File: src/rtl/fp_operand_issue_pkg.sv
// ---------------------------------------------------------------------------
// Module   : fp_operand_issue_pkg
// Brief    : Shared IEEE 754 single-precision field widths, class encoding
//            and constants for the FP add/sub issue stage.
// Revision : 1.0 - initial release
// ---------------------------------------------------------------------------
`default_nettype none

package fp_operand_issue_pkg;

    localparam int EXP_BITS  = 8;
    localparam int MANT_BITS = 23;

    localparam logic [EXP_BITS-1:0] EXP_MAX    = 8'd255;
    localparam logic [31:0]         QNAN_CANON = 32'h7FC0_0000;

    typedef enum logic [2:0] {
        ZERO      = 3'd0,
        SUBNORMAL = 3'd1,
        NORMAL    = 3'd2,
        INF       = 3'd3,
        QNAN      = 3'd4,
        SNAN      = 3'd5
    } fp_class_e;

    function automatic logic is_nan(input fp_class_e c);
        return (c == QNAN) || (c == SNAN);
    endfunction

endpackage

`default_nettype wire

File: src/rtl/fp_operand_issue_if.sv
// ---------------------------------------------------------------------------
// Module   : fp_operand_issue_if
// Brief    : Upstream operand handshake and downstream issue bus of the
//            FP operand issue stage.
// Revision : 1.0 - initial release
// ---------------------------------------------------------------------------
`default_nettype none

interface fp_operand_issue_if #(
    parameter int WIDTH = 32,
    parameter int DEPTH = 4
);
    import fp_operand_issue_pkg::*;

    logic                   in_valid;
    logic                   in_ready;
    logic [WIDTH-1:0]       in_a;
    logic [WIDTH-1:0]       in_b;
    logic                   in_op;
    logic                   out_valid;
    logic                   out_ready;
    logic [WIDTH-1:0]       out_a;
    logic [WIDTH-1:0]       out_b;
    logic                   out_op;
    fp_class_e              out_class_a;
    fp_class_e              out_class_b;
    logic                   out_special;
    logic [WIDTH-1:0]       out_special_result;
    logic [$clog2(DEPTH):0] fifo_count;

    modport master (
        output in_valid, in_a, in_b, in_op, out_ready,
        input  in_ready, out_valid, out_a, out_b, out_op,
               out_class_a, out_class_b, out_special, out_special_result,
               fifo_count
    );

    modport slave (
        input  in_valid, in_a, in_b, in_op, out_ready,
        output in_ready, out_valid, out_a, out_b, out_op,
               out_class_a, out_class_b, out_special, out_special_result,
               fifo_count
    );

endinterface

`default_nettype wire

File: src/rtl/fp_operand_issue_classify.sv
// ---------------------------------------------------------------------------
// Module   : fp_classify
// Brief    : Combinational IEEE 754 single-precision operand classifier.
//            FP_DENORM_FLUSH_EN: subnormals become signed zero, class ZERO.
// Revision : 1.0 - initial release
// ---------------------------------------------------------------------------
`default_nettype none

module fp_classify
    import fp_operand_issue_pkg::*;
(
    input  wire logic [31:0] operand,
    output fp_class_e        op_class,
    output logic [31:0]      operand_out
);

    localparam int SIGN_BIT = EXP_BITS + MANT_BITS;

    logic [EXP_BITS-1:0]  w_exp;
    logic [MANT_BITS-1:0] w_mant;

    assign w_exp  = operand[SIGN_BIT-1:MANT_BITS];
    assign w_mant = operand[MANT_BITS-1:0];

    always_comb begin
        operand_out = operand;
        op_class    = NORMAL;
        if (w_exp == '0) begin
            if (w_mant == '0) begin
                op_class = ZERO;
            end else begin
`ifdef FP_DENORM_FLUSH_EN
                op_class    = ZERO;
                operand_out = {operand[SIGN_BIT], {SIGN_BIT{1'b0}}};
`else
                op_class    = SUBNORMAL;
`endif
            end
        end else if (w_exp == EXP_MAX) begin
            if (w_mant == '0)
                op_class = INF;
            else if (w_mant[MANT_BITS-1])
                op_class = QNAN;
            else
                op_class = SNAN;
        end
    end

endmodule

`default_nettype wire

File: src/rtl/fp_operand_issue.sv
// ---------------------------------------------------------------------------
// Module   : fp_operand_issue
// Brief    : FIFO-buffered operand issue stage with IEEE 754 special-case
//            resolution; optional FP_DENORM_FLUSH_EN flushes subnormals.
// Revision : 1.0 - initial release
// ---------------------------------------------------------------------------
`default_nettype none

module fp_operand_issue
    import fp_operand_issue_pkg::*;
#(
    parameter int WIDTH = 32,
    parameter int DEPTH = 4
) (
    input  wire logic         clk,
    input  wire logic         rst,
    fp_operand_issue_if.slave bus
);

    localparam int PW = $clog2(DEPTH);
    localparam int CW = PW + 1;
    localparam logic [CW-1:0] C_DEPTH = CW'(DEPTH);

    logic [WIDTH-1:0] r_mem_a  [DEPTH];
    logic [WIDTH-1:0] r_mem_b  [DEPTH];
    logic             r_mem_op [DEPTH];
    logic [PW-1:0]    r_wr_ptr;
    logic [PW-1:0]    r_rd_ptr;
    logic [CW-1:0]    r_count;

    logic             r_out_valid;
    logic [WIDTH-1:0] r_out_a;
    logic [WIDTH-1:0] r_out_b;
    logic             r_out_op;
    fp_class_e        r_out_class_a;
    fp_class_e        r_out_class_b;
    logic             r_out_special;
    logic [WIDTH-1:0] r_out_special_result;

    logic w_in_ready, w_push_acc, w_load, w_fifo_empty, w_pop, w_bypass, w_fifo_push;

    assign w_in_ready   = (r_count < C_DEPTH);
    assign w_push_acc   = bus.in_valid && w_in_ready;
    assign w_load       = !r_out_valid || bus.out_ready;
    assign w_fifo_empty = (r_count == '0);
    assign w_pop        = w_load && !w_fifo_empty;
    // An empty FIFO lets a freshly accepted set go straight to the issue register.
    assign w_bypass     = w_load && w_fifo_empty && w_push_acc;
    assign w_fifo_push  = w_push_acc && !w_bypass;

    logic [WIDTH-1:0] w_src_a, w_src_b, w_a, w_b;
    logic             w_src_op;
    fp_class_e        w_class_a, w_class_b;

    assign w_src_a  = w_fifo_empty ? bus.in_a  : r_mem_a[r_rd_ptr];
    assign w_src_b  = w_fifo_empty ? bus.in_b  : r_mem_b[r_rd_ptr];
    assign w_src_op = w_fifo_empty ? bus.in_op : r_mem_op[r_rd_ptr];

    fp_classify u_class_a (.operand(w_src_a), .op_class(w_class_a), .operand_out(w_a));
    fp_classify u_class_b (.operand(w_src_b), .op_class(w_class_b), .operand_out(w_b));

    logic             w_eff_sign_b;
    logic             w_special;
    logic [WIDTH-1:0] w_special_result;

    assign w_eff_sign_b = w_b[WIDTH-1] ^ w_src_op;

    always_comb begin
        w_special        = 1'b1;
        w_special_result = QNAN_CANON;
        if (is_nan(w_class_a) || is_nan(w_class_b)) begin
            w_special_result = QNAN_CANON;
        end else if ((w_class_a == INF) && (w_class_b == INF) &&
                     (w_a[WIDTH-1] != w_eff_sign_b)) begin
            w_special_result = QNAN_CANON;
        end else if (w_class_a == INF) begin
            w_special_result = w_a;
        end else if (w_class_b == INF) begin
            w_special_result = {w_eff_sign_b, w_b[WIDTH-2:0]};
        end else if ((w_class_a == ZERO) && (w_class_b == ZERO)) begin
            w_special_result = {w_a[WIDTH-1] & w_eff_sign_b, {(WIDTH-1){1'b0}}};
        end else begin
            w_special        = 1'b0;
            w_special_result = '0;
        end
    end

    // Storage array carries no reset; occupancy is tracked by the pointers.
    always_ff @(posedge clk) begin
        if (w_fifo_push) begin
            r_mem_a[r_wr_ptr]  <= bus.in_a;
            r_mem_b[r_wr_ptr]  <= bus.in_b;
            r_mem_op[r_wr_ptr] <= bus.in_op;
        end
    end

    always_ff @(posedge clk or posedge rst) begin
        if (rst) begin
            r_wr_ptr             <= '0;
            r_rd_ptr             <= '0;
            r_count              <= '0;
            r_out_valid          <= 1'b0;
            r_out_a              <= '0;
            r_out_b              <= '0;
            r_out_op             <= 1'b0;
            r_out_class_a        <= ZERO;
            r_out_class_b        <= ZERO;
            r_out_special        <= 1'b0;
            r_out_special_result <= '0;
        end else begin
            if (w_fifo_push) r_wr_ptr <= r_wr_ptr + 1'b1;
            if (w_pop)       r_rd_ptr <= r_rd_ptr + 1'b1;
            case ({w_fifo_push, w_pop})
                2'b10:   r_count <= r_count + 1'b1;
                2'b01:   r_count <= r_count - 1'b1;
                default: r_count <= r_count;
            endcase
            if (w_load) begin
                r_out_valid <= w_pop || w_bypass;
                if (w_pop || w_bypass) begin
                    r_out_a              <= w_a;
                    r_out_b              <= w_b;
                    r_out_op             <= w_src_op;
                    r_out_class_a        <= w_class_a;
                    r_out_class_b        <= w_class_b;
                    r_out_special        <= w_special;
                    r_out_special_result <= w_special_result;
                end
            end
        end
    end

    assign bus.in_ready           = w_in_ready;
    assign bus.out_valid          = r_out_valid;
    assign bus.out_a              = r_out_a;
    assign bus.out_b              = r_out_b;
    assign bus.out_op             = r_out_op;
    assign bus.out_class_a        = r_out_class_a;
    assign bus.out_class_b        = r_out_class_b;
    assign bus.out_special        = r_out_special;
    assign bus.out_special_result = r_out_special_result;
    assign bus.fifo_count         = r_count;

endmodule

`default_nettype wire

File: src/flat_wrapper.sv
// flat-port wrapper written by rule: the top's interface ports become plain ports
module fp_operand_issue_flat import fp_operand_issue_pkg::*;
#(
    parameter int WIDTH = 32,
    parameter int DEPTH = 4
)
  (clk, rst, bus_in_valid, bus_in_a, bus_in_b, bus_in_op, bus_out_ready, bus_in_ready, bus_out_valid, bus_out_a, bus_out_b, bus_out_op, bus_out_class_a, bus_out_class_b, bus_out_special, bus_out_special_result, bus_fifo_count);
  fp_operand_issue_if #(.WIDTH(WIDTH), .DEPTH(DEPTH)) bus_i ();
  input  wire logic clk;
  input  wire logic rst;
  input wire logic [$bits(bus_i.in_valid)-1:0] bus_in_valid;
  input wire logic [$bits(bus_i.in_a)-1:0] bus_in_a;
  input wire logic [$bits(bus_i.in_b)-1:0] bus_in_b;
  input wire logic [$bits(bus_i.in_op)-1:0] bus_in_op;
  input wire logic [$bits(bus_i.out_ready)-1:0] bus_out_ready;
  output wire logic [$bits(bus_i.in_ready)-1:0] bus_in_ready;
  output wire logic [$bits(bus_i.out_valid)-1:0] bus_out_valid;
  output wire logic [$bits(bus_i.out_a)-1:0] bus_out_a;
  output wire logic [$bits(bus_i.out_b)-1:0] bus_out_b;
  output wire logic [$bits(bus_i.out_op)-1:0] bus_out_op;
  output wire logic [$bits(bus_i.out_class_a)-1:0] bus_out_class_a;
  output wire logic [$bits(bus_i.out_class_b)-1:0] bus_out_class_b;
  output wire logic [$bits(bus_i.out_special)-1:0] bus_out_special;
  output wire logic [$bits(bus_i.out_special_result)-1:0] bus_out_special_result;
  output wire logic [$bits(bus_i.fifo_count)-1:0] bus_fifo_count;
  assign bus_i.in_valid = bus_in_valid;
  assign bus_i.in_a = bus_in_a;
  assign bus_i.in_b = bus_in_b;
  assign bus_i.in_op = bus_in_op;
  assign bus_i.out_ready = bus_out_ready;
  assign bus_in_ready = bus_i.in_ready;
  assign bus_out_valid = bus_i.out_valid;
  assign bus_out_a = bus_i.out_a;
  assign bus_out_b = bus_i.out_b;
  assign bus_out_op = bus_i.out_op;
  assign bus_out_class_a = bus_i.out_class_a;
  assign bus_out_class_b = bus_i.out_class_b;
  assign bus_out_special = bus_i.out_special;
  assign bus_out_special_result = bus_i.out_special_result;
  assign bus_fifo_count = bus_i.fifo_count;
  fp_operand_issue #(.WIDTH(WIDTH), .DEPTH(DEPTH)) u_core (.clk(clk), .rst(rst), .bus(bus_i));
endmodule
File: config.mk
export PLATFORM = sky130hd
export DESIGN_NAME = fp_operand_issue_flat
export DESIGN_NICKNAME = d
export VERILOG_FILES = /design/src/rtl/fp_operand_issue_pkg.sv /design/src/rtl/fp_operand_issue_if.sv /design/src/rtl/fp_operand_issue_classify.sv /design/src/rtl/fp_operand_issue.sv /design/src/flat_wrapper.sv
export SDC_FILE = /design/constraint.sdc
export NUM_CORES = 1
export LEC_CHECK = 0
export CORE_ASPECT_RATIO = 1.4
export CORE_MARGIN = 2
export CORE_UTILIZATION = 45
export CTS_CLUSTER_DIAMETER = 150
export DETAILED_ROUTE_END_ITERATION = 10
export HOLD_SLACK_MARGIN = 0.02
export PLACE_DENSITY = 0.78
export SLEW_MARGIN = 30
export SYNTH_ARGS = -nofsm -noshare
export SYNTH_HDL_FRONTEND = slang
export SYNTH_SLANG_ARGS = --single-unit
File: constraint.sdc
create_clock -name clk -period 6.1 [get_ports clk]
set_input_delay 1.22 -clock clk [delete_from_list [all_inputs] [get_ports clk]]
set_output_delay 1.22 -clock clk [all_outputs]
set_load 0.1 [all_outputs]
==> results.txt <==
----------------------------------------------------
[Synth]
  Area share of xor/xnor cells in the synthesized design ... 0.417%
  Cells after Synth ... between 900 and 1000
  Net count of the mapped netlist ... 1011
  Arithmetic-cell share of the synthesized area counting full adders, half adders and majority gates ... 0.647%
  EDFF count, synth ... 260
  Portion of the post-synthesis area used by sequential elements ... 72.2%
  Warning count from the yosys run ... 0
  Complex-gate fraction of the synthesized area ... 4.67%
  Flops & latches, synth ... 372
  Count of distinct cell types in the synthesized netlist ... 46
  Multiplexer share of the synthesized area ... 11.1%
  Share of synthesized flip-flops with an asynchronous set or reset ... about 30%
  Post-Synth Simple-Gate Area ... 9.25%
  Post-synthesis cell area ... 14700 µm²
  Combinational family with the most area after synthesis ... multiplexers
  Most used flip-flop cell after synthesis ... sky130_fd_sc_hd__edfxtp_1
  Mean instance size in the synthesized netlist ... 15.7 µm²

[Final layout]
  Layout cell share with drive strength beyond 1 ... 13.6%
  Layout net count ... 1191
  Design Area, Final ... 18200 µm²
  Multi-input logic area ... 3850 µm²
  Layout area overhead ... 23.9%
  Number of antenna repair diodes ... 0
  Core Util, Final ... 56.4%
  Fill cell total of the finished layout ... 2431
  Storage element area ... 10600 µm²

[Placement]
  Total half-perimeter wirelength after legalization and detailed placement ... between 20000 and 25000 µm
  Dpl cell area ... between 15000 and 20000 µm²
  Number of buffers added on ports ... between 150 and 200
  Worst Setup Slack post-DPL ... 2.02 ns
  Gp weighted congestion ... 0.802

[Critical path]
  Cells along the critical path ... buf_4, mux4_2, or4_1, nor3_1, and3_1, o211ai_1, a211oi_4, a32o_1
  Critical path start-end classification ... reg -> reg
  Startpoint Class ... register
  Max Fanout on Critical Path ... 29
  Max stage delay cell, worst path ... sky130_fd_sc_hd__dfrtp_4
  Data arrival time of the worst path ... 4.48 ns
  CP peak stage delay ... 0.81 ns
  Type of element capturing the critical path ... register
  Required time of the critical path ... 6.57 ns

[Flow run]
  Number of max-capacitance violations reported ... 0

[Clocking]
  CTS H-Tree Depth ... 2
  Number of sinks handled by clock tree synthesis ... 372
  Clock transition time at the flip-flop clock pins of the worst setup and hold paths ... 0.06 ns
  Clock tree root driver cell ... sky130_fd_sc_hd__clkbuf_16
  Setup repair bufs after CTS ... 0
  Number of clock buffers inserted by TritonCTS ... 36
  Worst-Skew Late Latency ... between 0.5 and 0.6 ns
  Number of gates given a new drive strength after cts ... 0
  TritonCTS clock tree ... built
  Number of buffers added to fix hold violations after cts ... 0
  CTS max path bufs ... 3

[Power and ir drop]
  Largest vdd supply drop ... 0.674 mV
  Leakage power total ... 6.52 nW
  Pwr Total ... 10.4 mW
  Power Density ... around 570 nW/µm²

[Hold path]
  Hold Path Class ... reg -> reg

[Routing]
  Vias/cell ... between 5 and 6
  Remaining number of nets flagged by the antenna check after routing ... 0
  Aggregate routed wire length ... 34000 µm
  Routed vias ... between 8000 and 9000
  DRC errors left ... 0
  Number of detailed-route iterations in the first pass ... 5
  Routed len/inst ... between 20 and 25 µm
  Starting DRT DRC Count ... 746

[Global route]
  Antenna violations before repair ... 1
  Global-route wire length before repair ... roughly 53000 µm
  GR Overflow Total ... 0
  Largest net degree at the start of global routing ... 93
  Vias in the first global route ... a little over 9000
  Combined global-route utilization of all metal layers ... 20.3%

[STA]
  Setup violations, final ... 0
  Final cycle utilization of the critical path ... between 60% and 70%
  Transition time of the tightest slew-check pin ... slightly above 1 ns
  Worst clock skew on the final layout ... 0.0233 ns
  Final hold vios ... 0
  Final Max Slew Viols ... 0
  Max frequency ... between 200 and 250 MHz
  Setup repair after global routing missed its margin ... no
  Total negative slack for setup checks ... 0 ns
  Slew margin rel. ... 31.3%
  Clock period minus worst slack ... 4.02 ns
  Fin worst setup slack ... approximately 2.1 ns

[Die]
  I/O Pins ... 178
  Die Area ... 34100 µm²
  Std-Cell Rows ... 78
  Die outline width ... between 150 and 200 µm
  Area of the placeable core ... 32300 µm²
  Initial Utilization ... 45.5%
  Vertical extent of the die ... 218 µm

[Run status]
  Status ... finished clean

----------------------------------------------------
layer usage:
layer	wire length [µm]	GRT usage, %
met2	17300	34.5
met3	2210	3.30
met5	16	0
met1	13300	25.9
met4	1250	8.29
path summary, 6_finish.rpt:
check / depth (start not counted) / slack (ns) / end / startpoint
worst max-delay path: 8 / 2.08 / u_core.bus.out_special_result[31] / u_core.r_rd_ptr[0]
worst min-delay path: 2 / 0.48 / u_core.bus.out_op / u_core.bus.out_op
worst max register to register: 8 / 2.08 / u_core.bus.out_special_result[31] / u_core.r_rd_ptr[0]
worst min register to register: 2 / 0.48 / u_core.bus.out_op / u_core.bus.out_op
max in group asynchronous: 3 / 3.86 / u_core.r_rd_ptr[0] / rst
min in group asynchronous: 2 / 1.18 / u_core.bus.out_special_result[11] / rst
cells by family after synthesis:
logic type / Yosys count
DFF: 372
and+or+nand+nor: 300
AOI/OAI and AO/OA: 107
muxes: 81
buffers and inverters: 61
xor gates and xnor gates: 7
adders and majority gates: 7
worst max-delay path, delay by kind of cell, from the launching register on:
family | cells | cell delay [ns]
buffers and inverters | 1 | 0.47
multiplexers | 1 | 0.57
flip-flops | 1 | 0.81
AND/OR/NAND/NOR | 3 | 0.94
AO/OA/AOI/OAI | 3 | 1.13
cells in the mapped netlist, types with 2 or more instances:
cell type	n	area share, %
sky130_fd_sc_hd__inv_1	10	0.26
sky130_fd_sc_hd__nand2_1	130	3.3
sky130_fd_sc_hd__nor3_1	12	0.41
sky130_fd_sc_hd__o211a_1	2	0.14
sky130_fd_sc_hd__or3_1	3	0.13
sky130_fd_sc_hd__o21ai_0	24	0.82
sky130_fd_sc_hd__or2_2	2	0.085
sky130_fd_sc_hd__nor2_1	71	1.8
sky130_fd_sc_hd__a211oi_1	4	0.20
sky130_fd_sc_hd__mux4_1	2	0.36
sky130_fd_sc_hd__o21a_1	2	0.10
sky130_fd_sc_hd__nand3_1	10	0.34
sky130_fd_sc_hd__nor4_1	25	1.1
sky130_fd_sc_hd__ha_1	6	0.51
sky130_fd_sc_hd__nand4b_1	3	0.18
sky130_fd_sc_hd__a31oi_1	50	2.1
sky130_fd_sc_hd__buf_1	8	0.20
sky130_fd_sc_hd__mux4_2	63	9.7
sky130_fd_sc_hd__edfxtp_1	260	53
sky130_fd_sc_hd__nand4_1	7	0.30
sky130_fd_sc_hd__xnor2_1	4	0.24
sky130_fd_sc_hd__buf_2	11	0.37
sky130_fd_sc_hd__dfrtp_1	112	19
sky130_fd_sc_hd__clkbuf_1	30	0.77
sky130_fd_sc_hd__mux2i_1	16	1.1
sky130_fd_sc_hd__o31ai_1	2	0.10
sky130_fd_sc_hd__and3_1	4	0.17
sky130_fd_sc_hd__xor2_1	3	0.18
sky130_fd_sc_hd__or4_1	2	0.10
sky130_fd_sc_hd__a21oi_1	15	0.51
sky130_fd_sc_hd__and2_1	27	1.1
where the power goes:
group	internal, mW	switching, mW	total, mW
Combinational	1.27	3.21	4.48
Sequential	3.25	0.355	3.61
Clock	1.36	0.959	2.32
Total	5.89	4.53	10.4
stage by stage:
stage	hold WS [ns]	cells
floorplan	0.580	935
global placement	0.457	1517
detailed placement	0.467	1517
CTS	0.481	1583
global route	0.491	1583
finish	0.478	1583
area by class of cell:
type                       instances  share of cell area, %
inverter                          10                  0.234
tap                              440                   3.02
sequential                       372                   58.3
clock inverter                    21                   1.46
multi-input combinational        502                   21.2
clock buffer                      45                   5.35
timing repair buffer             193                   10.4
state kept, by name (all words and copies together) (netlist names), 3 cells and up:
name,count
u_core.bus.out_a,32
u_core.r_mem_b,128
u_core.bus.out_class_b,3
u_core.bus.out_special_result,32
u_core.r_mem_a,128
u_core.bus.out_class_a,3
u_core.r_mem_op,4
u_core.bus.out_b,32
u_core.bus.fifo_count,3
placed cells by master (no fill, tap or decap), drive strengths merged, types with 4 or more instances in the layout:
cell           count
edfxtp           260
clkdlybuf4s50    176
nand2            130
dfrtp            112
nor2              72
mux4              65
a31oi             50
clkbuf            45
and2              27
nor4              25
o21ai             24
buf               17
mux2i             16
a21oi             15
nor3              12
inv               12
clkinv            11
nand3             10
nand4              7
ha                 6
bufinv             5
a211oi             5
xnor2              4
and3               4
Note: power is estimated with default switching activity, not from simulation.
